$ cat config.mk
export PLATFORM = sky130hd
export DESIGN_NAME = pipe_stage_reg
export DESIGN_NICKNAME = d
export VERILOG_FILES = /design/src/rtl/pipe_stage_reg_pkg.sv /design/src/rtl/dff.sv /design/src/rtl/pipe_stage_reg_ctrl.sv /design/src/rtl/pipe_stage_reg.sv
export SDC_FILE = /design/constraint.sdc
export NUM_CORES = 1
export LEC_CHECK = 0
export ABC_AREA = 1
export CAP_MARGIN = 5
export CORE_UTILIZATION = 42
export DETAILED_ROUTE_END_ITERATION = 10
export GPL_ROUTABILITY_DRIVEN = 0
export PLACE_DENSITY_LB_ADDON = 0.08
export SLEW_MARGIN = 10
export SYNTH_ARGS = -nofsm -noshare
export SYNTH_HDL_FRONTEND = slang
export SYNTH_HIERARCHICAL = 1
export SYNTH_SLANG_ARGS = --single-unit
$ cat constraint.sdc
create_clock -name clk -period 1.5 [get_ports clk]
set_input_delay 0.3 -clock clk [delete_from_list [all_inputs] [get_ports clk]]
set_output_delay 0.3 -clock clk [all_outputs]
set_load 0.005 [all_outputs]
$ cat src/rtl/pipe_stage_reg_pkg.sv
// Shared constants for the generic pipeline-stage register: skid mode
// selectors, occupancy width, control-state encodings and a helper that
// maps the control state onto the occupancy count.
package pipe_pkg;

  localparam int PIPE_NOSKID = 0;
  localparam int PIPE_SKID   = 1;
  localparam int OCC_W       = 2;

  // Control state: bit 1 = main entry valid, bit 0 = skid entry valid.
  localparam logic [1:0] ST_EMPTY = 2'b00;
  localparam logic [1:0] ST_ONE   = 2'b10;
  localparam logic [1:0] ST_TWO   = 2'b11;

  function automatic logic [OCC_W-1:0] occ_of_state(input logic [1:0] st);
    logic [OCC_W-1:0] occ;
    case (st)
      ST_EMPTY: occ = 2'd0;
      ST_ONE:   occ = 2'd1;
      ST_TWO:   occ = 2'd2;
      default:  occ = 2'd0;
    endcase
    return occ;
  endfunction

endpackage

$ cat src/rtl/dff.sv
// Enable-capable D flip-flop vector with synchronous active-high reset to a
// configurable value. Reset wins over enable; without enable the value holds.
module dff #(
  parameter int           W       = 1,
  parameter logic [W-1:0] RST_VAL = {W{1'b0}}
) (
  input  logic         clk,
  input  logic         rst,
  input  logic         en,
  input  logic [W-1:0] d,
  output logic [W-1:0] q
);

  // Storage: reset first, then enable-gated load.
  always_ff @(posedge clk) begin
    if (rst) begin
      q <= RST_VAL;
    end else if (en) begin
      q <= d;
    end else begin
      q <= q;
    end
  end

endmodule

$ cat src/rtl/pipe_stage_reg_ctrl.sv
// Valid/state control for the pipeline-stage register. Tracks which entries
// are held, derives the handshake outputs and produces the write enables and
// the skid-to-main select for the datapath.
module pipe_stage_ctrl
  import pipe_pkg::*;
#(
  parameter int SKID = PIPE_NOSKID
) (
  input  logic             clk,
  input  logic             rst_n,      // active-high synchronous reset
  input  logic             flush,
  input  logic             in_valid,
  input  logic             out_ready,
  output logic             in_ready,
  output logic             out_valid,
  output logic             main_we,
  output logic             skid_we,
  output logic             main_sel_skid,
  output logic [OCC_W-1:0] occupancy
);

  logic [1:0] state_q;
  logic [1:0] state_d;
  logic       in_ready_s;
  logic       out_valid_s;
  logic       accept_s;
  logic       release_s;

  // With a skid entry the ready depends only on held state, so the
  // downstream ready never reaches the upstream ready combinationally.
  if (SKID == PIPE_SKID) begin : g_rdy_skid
    assign in_ready_s = ~rst_n & ~state_q[0];
  end else begin : g_rdy_noskid
    assign in_ready_s = ~rst_n & (~state_q[1] | out_ready);
  end

  assign out_valid_s = ~rst_n & state_q[1];
  assign accept_s    = in_valid & in_ready_s;
  assign release_s   = out_valid_s & out_ready;

  assign in_ready  = in_ready_s;
  assign out_valid = out_valid_s;
  assign occupancy = occ_of_state(state_q);

  // Next-state and datapath enables; flush drops every entry and suppresses
  // all data writes so the payload registers keep their contents.
  always_comb begin
    state_d       = state_q;
    main_we       = 1'b0;
    skid_we       = 1'b0;
    main_sel_skid = 1'b0;
    if (flush) begin
      state_d = ST_EMPTY;
    end else begin
      case (state_q)
        ST_EMPTY: begin
          if (accept_s) begin
            state_d = ST_ONE;
            main_we = 1'b1;
          end else begin
            state_d = ST_EMPTY;
          end
        end
        ST_ONE: begin
          if (accept_s && release_s) begin
            state_d = ST_ONE;
            main_we = 1'b1;
          end else if (accept_s) begin
            // Only reachable with a skid entry: park the new payload there.
            if (SKID == PIPE_SKID) begin
              state_d = ST_TWO;
              skid_we = 1'b1;
            end else begin
              state_d = ST_ONE;
            end
          end else if (release_s) begin
            state_d = ST_EMPTY;
          end else begin
            state_d = ST_ONE;
          end
        end
        ST_TWO: begin
          if (release_s) begin
            state_d       = ST_ONE;
            main_we       = 1'b1;
            main_sel_skid = 1'b1;
          end else begin
            state_d = ST_TWO;
          end
        end
        default: begin
          state_d = ST_EMPTY;
        end
      endcase
    end
  end

  // State register; reset returns to EMPTY.
  always_ff @(posedge clk) begin
    if (rst_n) begin
      state_q <= ST_EMPTY;
    end else begin
      state_q <= state_d;
    end
  end

endmodule

$ cat src/rtl/pipe_stage_reg.sv
// Generic parametrised pipeline-stage register with valid/ready handshake,
// synchronous flush and optional two-entry skid buffering. Stage-specific
// fields are concatenated into the payload by the instantiating stage.
module pipe_stage_reg
  import pipe_pkg::*;
#(
  parameter int               WIDTH     = 16,
  parameter int               SKID      = PIPE_NOSKID,
  parameter logic [WIDTH-1:0] RESET_VAL = {WIDTH{1'b0}}
) (
  input  logic             clk,
  input  logic             rst_n,      // active-high synchronous reset
  input  logic             flush,
  input  logic             in_valid,
  output logic             in_ready,
  input  logic [WIDTH-1:0] in_data,
  output logic             out_valid,
  input  logic             out_ready,
  output logic [WIDTH-1:0] out_data,
  output logic [OCC_W-1:0] occupancy
);

  logic             main_we_s;
  logic             skid_we_s;
  logic             main_sel_skid_s;
  logic [WIDTH-1:0] main_d;
  logic [WIDTH-1:0] main_q;
  logic [WIDTH-1:0] skid_q;

  pipe_stage_ctrl #(
    .SKID (SKID)
  ) u_ctrl (
    .clk           (clk),
    .rst_n         (rst_n),
    .flush         (flush),
    .in_valid      (in_valid),
    .out_ready     (out_ready),
    .in_ready      (in_ready),
    .out_valid     (out_valid),
    .main_we       (main_we_s),
    .skid_we       (skid_we_s),
    .main_sel_skid (main_sel_skid_s),
    .occupancy     (occupancy)
  );

  // Main entry source: the parked skid payload when draining TWO, else upstream.
  always_comb begin
    if (main_sel_skid_s) begin
      main_d = skid_q;
    end else begin
      main_d = in_data;
    end
  end

  dff #(
    .W       (WIDTH),
    .RST_VAL (RESET_VAL)
  ) u_main (
    .clk (clk),
    .rst (rst_n),
    .en  (main_we_s),
    .d   (main_d),
    .q   (main_q)
  );

  if (SKID == PIPE_SKID) begin : g_skid
    dff #(
      .W       (WIDTH),
      .RST_VAL (RESET_VAL)
    ) u_skid (
      .clk (clk),
      .rst (rst_n),
      .en  (skid_we_s),
      .d   (in_data),
      .q   (skid_q)
    );
  end else begin : g_noskid
    logic unused_skid_we_s;
    assign unused_skid_we_s = skid_we_s;
    assign skid_q           = RESET_VAL;
  end

  assign out_data = main_q;

endmodule
* Yosys cells after proc, flatten, opt, wreduce, memory -nomap -nowiden
Cells that the tools add are included.
** Word-level totals
- Bits of input ports :: 21
- Register bits :: 18
- Logic and storage cells :: 29
- Output and inout port bits :: 20
** Operators by class
- Muxes and demuxes :: 15
- Bitwise operators :: 7
- Equality and inequality tests :: 2
- Reductions and logical operators :: 3
** Operator list (number)
- 16-bit two-way mux :: 1
- 2-bit two-way mux :: 4
- 1-bit two-way mux :: 7
- 2-bit one-hot mux with 3 select lines :: 1
- 1-bit AND :: 4
- 2-bit equality test (second input constant) :: 2
- 2-bit one-hot mux with 2 select lines :: 1
- 1-bit one-hot mux with 3 select lines :: 1
- 2-bit logical NOT :: 1
- 1-bit NOT :: 2
- 2-bit OR reduction :: 1
- 1-bit logical AND :: 1
- 1-bit bitwise OR :: 1

* Depth between registers and ports, before layout
- Depth in word-level cells :: 8
- Mapped depth :: 11
- Gate-level depth less buffers :: 9

* By module
Netlist, hierarchy kept.
** Modules (own cells, without submodules)
- dff :: times used 1, area an instance 670.6 µm², cells each 101, seq. area each 320.3 µm²
- pipe_stage_ctrl :: times used 1, area an instance 163.9 µm², cells each 29, seq. area each 40.0 µm²
- pipe_stage_reg :: times used 1, area an instance 153.9 µm², cells each 34, seq. area each 0.0 µm²

* Worst setup path before layout
OpenSTA, ideal clock, no wires.
- Path type :: register to register
- Start point :: register u_ctrl.state_q[1]
- End point :: register u_main.q[4]
- Period minus slack after synthesis :: 1.328 ns
- Buffers on the path :: 2
- Required time :: 1.386 ns
- Slack :: 0.172 ns
- Setup time :: 0.114 ns
- Stages on the path, launching flop included :: 12
- Arrival time :: 1.214 ns
- Path through :: dfxtp_1 > inv_2 > nor3_2 > nand2_1 > nor2_1 > buf_6 > buf_8 > nor2_1 > inv_1 > nand2_1 > nand2_1 > nor2_2
** Between the ends
- Elaborated cells between the ends (all ways) :: 18
- Those cells by class :: 2 x eq/ne; 8 x mux; 6 x bitwise; 2 x reduce/logical
** RTL lines
- from (decl) :: RTL line pipe_stage_reg_ctrl.sv:22 : logic [1:0] state_q;
- from (signal assigned) :: RTL line pipe_stage_reg_ctrl.sv:103 : state_q <= state_d;
- 1-bit AND :: RTL line pipe_stage_reg_ctrl.sv:37 : assign out_valid_s = ~rst_n & state_q[1];
- 1-bit AND :: RTL line pipe_stage_reg_ctrl.sv:39 : assign release_s = out_valid_s & out_ready;
- 1-bit two-way mux :: RTL line pipe_stage_reg_ctrl.sv:83 : if (release_s) begin
- 1-bit two-way mux (*) :: RTL line pipe_stage_reg_ctrl.sv:55 : case (state_q)
- 1-bit two-way mux (*) :: RTL line pipe_stage_reg_ctrl.sv:52 : if (flush) begin
- net main_sel_skid_s :: RTL line pipe_stage_reg.sv:25 : logic main_sel_skid_s;
- 16-bit two-way mux (*) :: RTL line pipe_stage_reg.sv:48 : if (main_sel_skid_s) begin
- net main_d[4] :: RTL line pipe_stage_reg.sv:26 : logic [WIDTH-1:0] main_d;
- to (signal assigned) :: RTL line dff.sv:21 : q <= q;
- to (decl) :: RTL line dff.sv:11 : output logic [W-1:0] q
The timed path passes the listed nets; every way through them passes the cells marked *.
A chain may end at the register's enable or synchronous reset.

* Worst setup path after layout
- Start point :: input port out_ready
- End point :: output port in_ready
** Between the ends
- Word-level cells in the longest chain between the ends :: 2
** RTL lines
- from (decl) :: RTL line pipe_stage_reg.sv:18 : input logic out_ready,
- 1-bit bitwise OR :: RTL line pipe_stage_reg_ctrl.sv:34 : assign in_ready_s = ~rst_n & (~state_q[1] | out_ready);
- 1-bit AND :: RTL line pipe_stage_reg_ctrl.sv:34
- to (decl) :: RTL line pipe_stage_reg.sv:15 : output logic in_ready,
No other way between the ends.

==> impl_table.tex <==
\begin{tabular}{lr}
\hline
Metric & Value \\
\hline
\multicolumn{2}{l}{\textbf{Outcome}} \\
Status & completed \\
\multicolumn{2}{l}{\textbf{Global route}} \\
Maximum number of pins on one net before global-route repair & 18 \\
Initial antenna violation count & 0 \\
Wire length of the first global-routing pass & 3.47 mm \\
Routing usage on met3 & 3.94\% \\
GR peak layer & met2 \\
Met2 track demand over resource & 31.6\% \\
Vias in the first global route & 847 \\
GR met1 Demand/Resource & 20.9\% \\
Global router's overall resource usage & 18.4\% \\
Residual overflow from global routing & 0 \\
\multicolumn{2}{l}{\textbf{Cells and area}} \\
Final Instance Area & 1440 um\^{}2 \\
Final core area utilization & 64.9\% \\
Fraction of final layout cells sized beyond drive strength 1 & around 12\% \\
Number of non-filler instances in the completed layout & 235 \\
Final \#Nets & 230 \\
Ant diodes & 0 \\
Post-synthesis to final-layout area growth & 46.9\% \\
Filler Cell Count & 224 \\
\multicolumn{2}{l}{\textbf{Pwr}} \\
Net switching power & $\sim$0.24 mW \\
P per Cell Area & 671 nW/um\^{}2 \\
Sequential power share & 53.3\% \\
LEAKAGE & 0.772 nW \\
Internal cell power & 0.721 mW \\
Sum of internal, switching and leakage power & 0.963 mW \\
Max IR drop VDD & 0.000360 V \\
Part of the power in the clock network & 24.5\% \\
Switching Share & $\sim$25\% \\
Fraction of power consumed by combinational cells & 22.2\% \\
\multicolumn{2}{l}{\textbf{Worst setup path}} \\
Launching point of the worst reg2reg path & u\_ctrl/state\_q[0] \\
Worst R2R Setup Slack & 170 ps \\
Worst setup path class & input port to primary output \\
Maximum fanout count along the critical path & 4 \\
Crit path max-delay family & buffers and inverters \\
Endpoint of the worst setup timing path & in\_ready \\
R2R depth & 8 \\
Reg2reg end & u\_main/q[5] \\
Arrival time at the worst endpoint & roughly 1200 ps \\
Largest stage delay, worst path & 470 ps \\
Ordered cell list for the critical path & clkdlybuf4s50\_1 -> inv\_2 -> a21oi\_2 -> clkdlybuf4s15\_1 \\
Capturing element type of the critical path & primary output \\
CP startpoint & out\_ready \\
Startpoint types & input port \\
Required time of the critical path & 1200 ps \\
Buffering stage count on the worst path with inverters included & 3 \\
Path length in cells of the critical path & 4 \\
Slowest cell on the critical path & sky130\_fd\_sc\_hd\_\_clkdlybuf4s50\_1 \\
\multicolumn{2}{l}{\textbf{Floorplan}} \\
Height of the chip & between 50 and 60 um \\
Core ar. & 2210 um\^{}2 \\
Effective utilization at floorplan & 44.2\% \\
Die area & about 2500 um\^{}2 \\
Horizontal extent of the die & 50.2 um \\
Boundary Pins & $\sim$40 \\
Placement row count & 17 \\
\multicolumn{2}{l}{\textbf{Clocking}} \\
Clock transition at the register clock pins on the worst setup and hold paths after CTS & around 100 ps \\
H-tree levels & 1 \\
Hold bufs inserted after CTS & 0 \\
Number of buffers added by the clock tree synthesis step & 3 \\
Longest Clk Path Bufs & 2 \\
Clock tree from TritonCTS & done \\
Insertion delay of the later-clocked pin in the worst-skew pair & 280 ps \\
Clk Tree Root Cell & sky130\_fd\_sc\_hd\_\_clkbuf\_4 \\
Count of clock tree sinks & 18 \\
\multicolumn{2}{l}{\textbf{Route}} \\
Total number of vias & 981 \\
Remaining antenna violation count after routing & 0 \\
Total iterations of the first detailed-routing run & 3 \\
Via density per instance & around 4.2 \\
Drc violations & 0 \\
Wirelength, routed & 2.01 mm \\
DRC marker count from the first detailed-route iteration & 7 \\
Routed wirelength normalized by instance count & about 8.5 um \\
\multicolumn{2}{l}{\textbf{STA}} \\
Slew Limit Fails & 0 \\
Worst slew margin & 67.0\% \\
Setup repair after global routing missed its margin & yes \\
Tightest Pin Transition & 494 ps \\
Hold violation count in the final report & 0 \\
Post-route clock period utilization & 96.6\% \\
Worst Skew & $\sim$4.3 ps \\
Minimum clock period after layout & 1450 ps \\
Maximum operating frequency & 0.690 GHz \\
Worst hold margin & 474 ps \\
Final setup violation count & 0 \\
\multicolumn{2}{l}{\textbf{Synthesis}} \\
Avg Synthesized Cell Area & 6.03 um\^{}2 \\
Total of warnings raised by yosys & 6 \\
Netlist area before placement & 977 um\^{}2 \\
Number of cells produced by synthesis & 162 \\
Post-synth net total & 183 \\
\multicolumn{2}{l}{\textbf{Placed design}} \\
Number of buffers added on ports & 40 \\
Placed wire-length estimate after detailed placement & around 1.4 mm \\
Post-Place Cell Area & 1390 um\^{}2 \\
Number of placed instances, taps included & 230 \\
\multicolumn{2}{l}{\textbf{Min path}} \\
Worst hold-check path type & register to register \\
\multicolumn{2}{l}{\textbf{Job}} \\
Number of max-cap violations & 0 \\
\hline
\end{tabular}
flip-flops by register name (all words and copies together), names as in the netlist:
signal,count
u_main/q,16
u_ctrl/state_q,2
worst min-delay path: stages (launching register included):
cell and delay, ps:
sky130_fd_sc_hd__dfxtp_1 320, sky130_fd_sc_hd__nor2_1 80, sky130_fd_sc_hd__nor2_1 50
routing by layer:
metal / up-vias / part of all wire (%)
li1: 540 / -
met1: 414 / 46
met2: 25 / 48
met3: 2 / 4.5
met4: 0 / 1.1
met5: - / 0
final cells by class:
type	count	area [um^2]	share of cell area (%)
clock buffer	3	22.5	1.57
inverter	40	150	10.5
multi-input combinational	98	405	28.2
sequential	18	367	25.5
tap	28	35.0	2.44
timing repair buffer	48	455	31.7
cells in the final DEF, fill, tap and decap left out, types with 3 or more instances in the layout:
| master | n |
|---|---|
| sky130_fd_sc_hd__inv_1 | 38 |
| sky130_fd_sc_hd__nor2_2 | 6 |
| sky130_fd_sc_hd__clkdlybuf4s50_1 | 35 |
| sky130_fd_sc_hd__dlygate4sd2_1 | 4 |
| sky130_fd_sc_hd__dfxtp_1 | 15 |
| sky130_fd_sc_hd__buf_4 | 8 |
| sky130_fd_sc_hd__nand2_1 | 37 |
| sky130_fd_sc_hd__clkbuf_4 | 3 |
| sky130_fd_sc_hd__nor2_1 | 45 |
| sky130_fd_sc_hd__nand3_1 | 3 |
power groups by stage:
stage	clock (mW)	combinational (mW)	sequential, mW
5_1_grt	0.270	0.241	0.516
3_3_place_gp	0	0.209	0.525
6_report	0.236	0.214	0.513
4_1_cts	0.250	0.213	0.513
3_5_place_dp	0	0.214	0.526
2_1_floorplan	0	0.0975	0.528
stage by stage:
| stage | setup WS (ps) | TNS [ps] |
|---|---|---|
| floorplan | 172 | 0 |
| global placement | -269 | -4650 |
| detailed placement | -329 | -5560 |
| CTS | 11.2 | 0 |
| global route | -34.2 | -126 |
| finish | 50.3 | 0 |
worst min-delay path by stage:
| stage | from | to | slack (ps) | cells past startpoint |
|---|---|---|---|---|
| 2_1_floorplan | u_main/q[0] | u_main/q[0] | 470 | 2 |
| 3_3_place_gp | u_main/q[6] | u_main/q[6] | 460 | 2 |
| 3_5_place_dp | u_main/q[2] | u_main/q[2] | 460 | 2 |
| 4_1_cts | u_main/q[2] | u_main/q[2] | 480 | 2 |
| 5_1_grt | u_main/q[15] | u_main/q[15] | 490 | 2 |
| 6_report | u_main/q[7] | u_main/q[7] | 470 | 2 |
what timing repair did:
item / in CTS / in global routing
hold endpoints to repair: 0 / 0
setup buffers: 2 / 0
gates resized for setup: 8 / 6
endpoints found under the setup margin: 7 / 18
No activity file was read; power rests on OpenSTA's default activity.
